File: src/rtl/loc_stack_pkg.sv
// Package: loc_stack_pkg
// Purpose: Types and default sizes that the location-stack replay block
//          and its register file share.
// Contents:
//   state_t    FSM state: ST_STACK (normal LIFO use) and ST_REPLAY (path replay)
//   LOC_WIDTH  default bits per location entry
//   LOC_DEPTH  default number of entries (a power of two, >= 2)
package loc_stack_pkg;

  typedef enum logic {
    ST_STACK  = 1'b0,
    ST_REPLAY = 1'b1
  } state_t;

  localparam int LOC_WIDTH = 8;
  localparam int LOC_DEPTH = 16;

endpackage

File: src/rtl/loc_stack_mem.sv
// Module: loc_stack_mem
// Purpose: DEPTH x WIDTH register file that backs the location stack.
//          It has one synchronous write port and two asynchronous read ports.
// Ports:
//   clk       in   rising-edge clock
//   we        in   write enable
//   waddr     in   write address
//   wdata     in   write data
//   top_addr  in   read address for the entry below the top (used on pop)
//   top_data  out  mem[top_addr], combinational
//   rep_addr  in   replay read address
//   rep_data  out  mem[rep_addr], combinational
module loc_stack_mem
  import loc_stack_pkg::*;
#(
  parameter int WIDTH = LOC_WIDTH,
  parameter int DEPTH = LOC_DEPTH,
  localparam int AW   = $clog2(DEPTH)
) (
  input  logic             clk,
  input  logic             we,
  input  logic [AW-1:0]    waddr,
  input  logic [WIDTH-1:0] wdata,
  input  logic [AW-1:0]    top_addr,
  output logic [WIDTH-1:0] top_data,
  input  logic [AW-1:0]    rep_addr,
  output logic [WIDTH-1:0] rep_data
);

  logic [WIDTH-1:0] mem [DEPTH];

  // NOTE: the storage array has no reset. Nothing reads an entry before
  // that entry is written, and a reset would only add a load path to every bit.
  always_ff @(posedge clk) begin
    if (we) mem[waddr] <= wdata;
  end

  assign top_data = mem[top_addr];
  assign rep_data = mem[rep_addr];

endmodule

File: src/rtl/loc_stack_replay.sv
// Module: loc_stack_replay
// Purpose: LIFO of maze locations for the path-search datapath. In STACK
//          mode, push and pop track the current path. A one-clock 'done'
//          pulse freezes the stack, and later pops replay the entries from
//          the bottom to the top (start -> goal).
// Build option: define LOC_STACK_ERR_EN to build the sticky 'err' flag.
//          Without it, err is tied to 0.
// Ports (reset 'rst' is synchronous and active low):
//   clk, rst   clock and reset
//   locIn      location to push
//   push, pop  stack requests (in REPLAY, pop advances the replay)
//   done       one-clock pulse that starts the replay
//   locOut     STACK: top entry; REPLAY: current replay entry
//   empStck    count == 0
//   fullStck   count == DEPTH (STACK mode only)
//   count      STACK: entries held; REPLAY: entries not yet replayed
//   replaying  high while in REPLAY
//   err        sticky illegal-operation flag
module loc_stack_replay
  import loc_stack_pkg::*;
#(
  parameter int WIDTH = LOC_WIDTH,
  parameter int DEPTH = LOC_DEPTH,
  localparam int AW   = $clog2(DEPTH)
) (
  input  logic             clk,
  input  logic             rst,
  input  logic [WIDTH-1:0] locIn,
  input  logic             push,
  input  logic             pop,
  input  logic             done,
  output logic [WIDTH-1:0] locOut,
  output logic             empStck,
  output logic             fullStck,
  output logic [AW:0]      count,
  output logic             replaying,
  output logic             err
);

  localparam logic [AW:0] FULL_CNT = (AW+1)'(DEPTH);

  state_t           state;
  logic [AW:0]      sp;      // number of entries held; the next free slot
  logic [AW-1:0]    rp;      // replay index, counted from the bottom
  logic [AW:0]      sp_m1;
  logic [AW:0]      sp_m2;
  logic             empty;
  logic             full;
  logic             start_replay;
  logic             replace;
  logic             we;
  logic [AW-1:0]    waddr;
  logic [AW-1:0]    rep_addr;
  logic [WIDTH-1:0] top_data;
  logic [WIDTH-1:0] rep_data;

  assign sp_m1 = sp - 1'b1;
  assign sp_m2 = sp - 2'd2;
  assign empty = (sp == '0);
  assign full  = (sp == FULL_CNT);

  // In STACK mode, done with a non-empty stack takes priority over push and pop.
  assign start_replay = (state == ST_STACK) && done && !empty;
  assign replace      = push && pop && !empty;

  // NOTE: each combinational output gets a default first, so that no path
  // leaves it unassigned and infers a latch.
  always_comb begin
    we    = 1'b0;
    waddr = sp[AW-1:0];
    if (state == ST_STACK && !start_replay) begin
      if (replace) begin
        we    = 1'b1;
        waddr = sp_m1[AW-1:0];
      end else if (push && !full) begin
        we = 1'b1;
      end
    end
  end

  // Entering REPLAY reads entry 0. Each replay advance reads the next entry up.
  assign rep_addr = (state == ST_REPLAY) ? rp + 1'b1 : '0;

  loc_stack_mem #(.WIDTH(WIDTH), .DEPTH(DEPTH)) u_mem (
    .clk      (clk),
    .we       (we),
    .waddr    (waddr),
    .wdata    (locIn),
    .top_addr (sp_m2[AW-1:0]),
    .top_data (top_data),
    .rep_addr (rep_addr),
    .rep_data (rep_data)
  );

  // NOTE: sequential state uses non-blocking assignments only. Every
  // register then samples values from before the edge, whatever the order
  // of the statements.
  always_ff @(posedge clk) begin
    if (!rst) begin
      state     <= ST_STACK;
      sp        <= '0;
      rp        <= '0;
      locOut    <= '0;
      empStck   <= 1'b1;
      fullStck  <= 1'b0;
      count     <= '0;
      replaying <= 1'b0;
    end else begin
      case (state)
        ST_STACK: begin
          if (start_replay) begin
            state     <= ST_REPLAY;
            rp        <= '0;
            locOut    <= rep_data;
            replaying <= 1'b1;
            fullStck  <= 1'b0;
            count     <= sp;
          end else if (replace) begin
            locOut <= locIn;
          end else if (push && !full) begin
            // This branch also covers push+pop on an empty stack (push only).
            sp       <= sp + 1'b1;
            locOut   <= locIn;
            count    <= sp + 1'b1;
            empStck  <= 1'b0;
            fullStck <= (sp == FULL_CNT - 1'b1);
          end else if (pop && !push && !empty) begin
            sp       <= sp_m1;
            locOut   <= (sp_m1 == '0) ? '0 : top_data;
            count    <= sp_m1;
            empStck  <= (sp_m1 == '0);
            fullStck <= 1'b0;
          end
        end
        ST_REPLAY: begin
          if (pop) begin
            if ({1'b0, rp} == sp_m1) begin
              state     <= ST_STACK;
              sp        <= '0;
              rp        <= '0;
              locOut    <= '0;
              empStck   <= 1'b1;
              count     <= '0;
              replaying <= 1'b0;
            end else begin
              rp     <= rp + 1'b1;
              locOut <= rep_data;
              count  <= sp - {1'b0, rp} - 1'b1;
            end
          end
        end
        default: state <= ST_STACK;
      endcase
    end
  end

`ifdef LOC_STACK_ERR_EN
  logic illegal;

  always_comb begin
    illegal = 1'b0;
    if (state == ST_REPLAY) begin
      illegal = push;
    end else if (!start_replay) begin
      illegal = (push && !pop && full) || (pop && !push && empty);
    end
  end

  always_ff @(posedge clk) begin
    if (!rst)         err <= 1'b0;
    else if (illegal) err <= 1'b1;
  end
`else
  assign err = 1'b0;
`endif

endmodule
File: config.mk
export PLATFORM = sky130hd
export DESIGN_NAME = loc_stack_replay
export DESIGN_NICKNAME = d
export VERILOG_FILES = /design/src/rtl/loc_stack_pkg.sv /design/src/rtl/loc_stack_mem.sv /design/src/rtl/loc_stack_replay.sv
export SDC_FILE = /design/constraint.sdc
export NUM_CORES = 1
export LEC_CHECK = 0
export ABC_CLOCK_PERIOD_IN_PS = 7150
export BUFFER_PORTS_ARGS = -buffer_cell sky130_fd_sc_hd__buf_2
export CORE_MARGIN = 4
export CORE_UTILIZATION = 35
export DETAILED_ROUTE_END_ITERATION = 8
export GPL_TIMING_DRIVEN = 0
export PLACE_DENSITY = 0.47
export SYNTH_ARGS = -nofsm -noshare
export SYNTH_HDL_FRONTEND = slang
export SYNTH_SLANG_ARGS = --single-unit
File: constraint.sdc
create_clock -name clk -period 7.15 [get_ports clk]
set_input_delay 0.715 -clock clk [delete_from_list [all_inputs] [get_ports clk]]
set_output_delay 0.715 -clock clk [all_outputs]
set_load 0.01 [all_outputs]
* Word-level counts from Yosys, hierarchy flattened
Memories as Yosys holds them, arrays and structs flattened. Cells that the tools add are included.
Cells by class: $add $sub $neg 6, equality and inequality tests 13, muxes and demuxes 50, bitwise logic cells 1, reduce and logical (&&, ||, !) cells 21
Operator list (count):
- 8-bit 2-to-1 mux | 7
- 5-bit 2-to-1 mux | 9
- 4-bit 2-to-1 mux | 6
- 1-bit 2-to-1 mux | 21
- 5-bit case mux with 2 select lines | 2
- 8-bit case mux with 2 select lines | 1
- 5-bit logical NOT | 2
- 2-bit inequality test, second input constant | 5
- 5-bit by 1-bit subtractor with 5-bit output, second input constant | 2
- 3-bit AND reduction | 3
- 1-bit logical AND | 8
- 4-bit case mux with 2 select lines | 1
- 1-bit case mux with 2 select lines | 3
- 5-bit by 1-bit adder with 5-bit output, second input constant | 1
- 4-bit by 5-bit == test with 1-bit output | 1
- 5-bit by 4-bit == test with 1-bit output, second input constant | 1
- 5-bit == test, second input constant | 1
- 5-bit by 3-bit inequality test with 1-bit output, second input constant | 1
- 5-bit AND reduction | 1
- 5-bit by 4-bit subtractor with 5-bit output | 1
- 4-bit by 1-bit adder with 4-bit output, second input constant | 1
- 1-bit logical NOT | 4
- 4-bit by 2-bit inequality test with 1-bit output, second input constant | 1
- 2-bit AND reduction | 2
- 6 further kinds | 6
Word-level totals: bits in registers 26, memory bits (writable) 128, bits of input ports 13, output and inout bits 17, memories 1
Memories:
- u_mem.mem | depth 16, width 8, rd ports 2, clocked after Yosys merged registers in 0, write ports 1, line loc_stack_mem.sv:30 | logic [WIDTH-1:0] mem [DEPTH];

* Logic depth before layout (Yosys ltp)
depth in word-level cells 8, mapped depth 13, mapped depth without buffers 10

* Hierarchy
A second synthesis with hierarchy kept.
Unflattened totals: cells, all modules 552, area total of the unflattened synthesis 8054.0 sq um
By module, submodules not included:
- loc_stack_mem | instances 1, cells each 291, area each 6024.5 sq um
- loc_stack_replay | instances 1, cells each 261, area each 2029.4 sq um

* Least setup slack after synthesis
OpenSTA, ideal clock, no wires.
kind flip-flop to flip-flop, start register sp[0], end memory u_mem.mem[5][0] in the netlist's numbering, enable pin, library setup time 370 ps, arrival 2672 ps, path slack 4108 ps, stages on the path, launching flop included 12, buffers on the path 3, clock period less this slack 3042 ps, cells stage by stage dfxtp_1 -> buf_6 -> buf_6 -> buf_2 -> inv_1 -> ha_1 -> nor4b_1 -> nor2_1 -> or3_1 -> a21oi_1 -> nand2_1 -> nor2_1
Between the ends: longest elaborated chain between the ends 8, elaborated cells between the ends (all ways) 17, those cells by class add/sub: 1; eq/ne: 1; mux: 7; reduce/logical: 8
Ends and longest elaborated chain:
- start: declaration | line loc_stack_replay.sv:43 | logic [AW:0] sp;
- start signal: assignment | line loc_stack_replay.sv:122 | sp <= sp + 1'b1;
- start signal: assignment | line loc_stack_replay.sv:128 | sp <= sp_m1;
- 5-bit == test or 5-bit logical NOT (tied branches) | line loc_stack_replay.sv:60, loc_stack_replay.sv:59
- 1-bit logical NOT, on equally long branches | line loc_stack_replay.sv:75, loc_stack_replay.sv:63, loc_stack_replay.sv:64
- 1-bit logical AND, on equally long branches | line loc_stack_replay.sv:75, loc_stack_replay.sv:63
- 1-bit 2-to-1 mux or 1-bit logical NOT (tied branches) | line loc_stack_replay.sv:75, loc_stack_replay.sv:71
- 1-bit 2-to-1 mux or 1-bit logical AND (tied branches) | line loc_stack_replay.sv:72, loc_stack_replay.sv:71
- 1-bit 2-to-1 mux | line loc_stack_replay.sv:71 | if (state == ST_STACK && !start_replay) begin
- 1-bit 2-to-1 mux | line loc_stack_mem.sv:35 | if (we) mem[waddr] <= wdata;
- 1-bit 2-to-1 mux (not written as such) | line loc_stack_mem.sv:35
- end: declaration | line loc_stack_mem.sv:30
Parallel ways exist; a longest one is shown, timed or not.

* Worst setup path in the final report
start register sp[1], end memory u_mem.mem[2][6] in the netlist's numbering, enable pin
The elaborated chain is that of the path after synthesis.

==> flow_summary.toml <==
[run_status]
outcome = "finished, violations left"
failed_checks = "capacitance limit"

[detailed_routing]
detail_route.first_pass.iterations = 6
routed_wl_um = 26600
drt_iter0_drc = 687
overall_via_count_from_detail_route = 5745
route.antenna.remaining_nets = 0
detail_route.vias_per_cell = 5.93
wire_per_inst_um = 27.4
drc_errors = 0

[timing]
rsz_0062_raised_after_global_routing = "false"
final-max-slew-violation-count = 0
rel_slew_slack = 0.00701
final.setup.tns_ps = 0
setup_viol_count_final = 0
clock_skew_ps = 12.8
worst_slew_pin_tran_ps = 1480
final_period_minus_worst_setup_slack_ps = 4620
clock.fmax_ghz = 0.216
post-route-period-util = 0.647
hold_viol = 0

[die]
die_w_um = 161
initial_utilization = 0.358
core_region_area_sq_um = 22800
die_h_um = 161
design.die.area_sq_um = 25900
top_level_ports = 30
std_cell_rows = 55

[worst_hold_path]
hold_path.startpoint = "empStck$_SDFFE_PN1P_"
end_point_of_the_most_critical_hold_path = "empStck$_SDFFE_PN1P_"
worst_min_path_class = "reg2reg"
hold_depth = 2

[yosys]
synth-seq-cells = 154
synth.most_common_cell = "sky130_fd_sc_hd__edfxtp_1"
synthFlopType = "sky130_fd_sc_hd__edfxtp_1"
synth_top_cell_by_area = "sky130_fd_sc_hd__edfxtp_1"
synth_top_cells_by_count = "sky130_fd_sc_hd__edfxtp_1 (128), sky130_fd_sc_hd__mux4_2 (55), sky130_fd_sc_hd__nand2_1 (34), sky130_fd_sc_hd__nor2_1 (30), sky130_fd_sc_hd__dfxtp_1 (26)"
synth_fp_nets = 623
synthArstFlopShare = 0
mean_cell_area_of_the_mapped_netlist_sq_um = 13.7
ys_seq_area_frac = 0.533
synth_cells = 596
synth_enable_flop_cells = 128
synth-warning-count = 0
ys_types = 73
yosysTopAreaCellShare = 0.470
synth.top_cells.by_area = "sky130_fd_sc_hd__edfxtp_1 (47%), sky130_fd_sc_hd__mux4_2 (15%), sky130_fd_sc_hd__dfxtp_1 (6.4%)"
syn-cell-area_sq_um = 8180

[clocking]
tritoncts = "done"
clk_latency_ps = 440
post_cts_hold_buffer_count = 0
cts.root.buffer_cell = "sky130_fd_sc_hd__clkbuf_16"
cts-buffers-inserted = 17
cts.reportedPaths.clkPinSlew_ps = 70
cts-htree-levels = 4
post_cts_resized = 0
clockBufferDepth = 2
post_cts_buffers = 0
clock_sink_count = 154

[run]
max_cap_viol_count = 1

[setup_path]
critical_path_arrival_ps = 4660
setup.worst_path.class = "reg2reg"
register_to_register_path_setup_slack_ps = 2530
critical_path.reg2reg.startpoint = "sp[1]$_SDFFE_PN0P_"
cp_data_required_time_ps = 7190
timing.rr.end = "u_mem.mem[2][6]$_DFFE_PP_"
setup.worst_path.end_class = "flop"
timing.critical_path.from_type = "flop"
critical_path.max_fanout = 10
ff2ff_path_depth = 9

[place]
dp_hpwl_um = 18100
routabilityCongestion = 0.880
placedInstanceArea_sq_um = 8710
placement.io_buffers = 27

[layout]
nets = 669
layout-area-overhead-vs-synth_pct = 13.6
ratio_of_cells_with_drive_above_1_in_the_final_layout = 0.246
ant_diodes = 0
final_design_area_no_fill_sq_um = 9290

[pwr]
ir_worst_vdd_uv = 180
power_per_cell_area_nw_per_um2 = 399
power.static_leakage_nw = 3.06

[grt]
grtUsageTotal = 0.205
maximum_number_of_pins_on_one_net_before_global_route_repair = 19
number_of_global_route_vias_before_repair = 5767
residual_overflow_from_global_routing = 0
global_route_wire_length_before_repair_um = 38700
antenna_violations_before_repair = 1
-- cell families (layout without fill, tap and decap cells) --
kind of cell             Yosys count  after routing  share of synthesized area
AO/OA/AOI/OAI                    127            127                      0.111
multiplexers                      84             84                      0.189
buffers and inverters             57            116                     0.0321
flip-flops                       154            154                      0.533
adder cells (fa/ha/maj)           14             14                     0.0223
AND/OR/NAND/NOR                  144            144                     0.0920
other                              1              1                   0.000458
XOR/XNOR                          15             15                     0.0196
-- per-stage QoR --
step / cells / setup slack [ps] / util / power (mW) / hold WS [ps]
finish: 968 / 2530 / 0.407 / 3.71 / 481
global placement: 936 / 2580 / 0.381 / 2.79 / 458
floorplan: 596 / 4110 / - / 2.31 / 490
CTS: 968 / 2560 / 0.407 / 3.70 / 488
detailed placement: 936 / 2530 / 0.381 / 2.80 / 471
global route: 968 / 2260 / 0.407 / 3.88 / 513
-- placed cells by master, fill, tap and decap left out, drive strengths merged, types with 7 or more instances in the layout --
cell,count
clkinv,8
a22oi,10
o21ai,25
mux2,13
nor3,13
dfxtp,26
clkbuf,36
nor4,7
inv,18
ha,13
o221ai,13
mux4,55
xnor2,9
nor2,30
edfxtp,128
a21oi,19
a21boi,8
nor2b,13
buf,52
nand2,34
nand2b,12
nand3,10
mux2i,16
a31oi,8
-- how the worst max path moves through the flow --
stage	end	startpoint	slack, ps
after global routing	u_mem.mem[2][2]$_DFFE_PP_	sp[1]$_SDFFE_PN0P_	2260
after detailed placement	u_mem.mem[2][3]$_DFFE_PP_	sp[1]$_SDFFE_PN0P_	2530
after CTS	u_mem.mem[6][2]$_DFFE_PP_	sp[1]$_SDFFE_PN0P_	2560
after global placement	u_mem.mem[2][3]$_DFFE_PP_	sp[1]$_SDFFE_PN0P_	2580
final	u_mem.mem[2][6]$_DFFE_PP_	sp[1]$_SDFFE_PN0P_	2530
after floorplan	u_mem.mem[5][0]$_DFFE_PP_	sp[0]$_SDFFE_PN0P_	4110
-- state kept, by name (all words and copies together), names as in the netlist --
signal and cells:
u_mem.mem 128, locOut 8, count 5, sp 5
rp 4, empStck 1, fullStck 1, replaying 1
state 1
-- where the power goes --
group / total, mW / internal [mW] / switching [mW]
Combinational: 1.65 / 0.689 / 0.962
Clock: 0.908 / 0.493 / 0.415
Sequential: 1.15 / 1.08 / 0.0659
Total: 3.71 / 2.26 / 1.44
-- critical path: stages (launching register included) --
cell and delay, ps:
sky130_fd_sc_hd__dfxtp_1 570, sky130_fd_sc_hd__buf_1 600, sky130_fd_sc_hd__inv_1 410, sky130_fd_sc_hd__ha_1 340
sky130_fd_sc_hd__nand4bb_1 210, sky130_fd_sc_hd__nand2_1 270, sky130_fd_sc_hd__or3_1 390, sky130_fd_sc_hd__a21oi_1 250
sky130_fd_sc_hd__nand2_1 160, sky130_fd_sc_hd__nor2_1 1030
-- cell type report --
cell class / instances / area (sq um)
Fill cell: 2158 / 13600
Sequential cell: 154 / 4360
Multi-Input combinational cell: 385 / 3560
Clock buffer: 17 / 425
Tap cell: 313 / 392
Buffer: 44 / 214
Clock inverter: 15 / 159
Timing Repair Buffer: 27 / 135
Inverter: 13 / 48.8
-- layer usage --
metal / track usage / routed length [um]
met3: 0.0513 / 2330
met4: 0.0733 / 791
met2: 0.316 / 12200
met1: 0.284 / 11200
met5: 0 / 7
No activity file was read; power rests on OpenSTA's default activity.
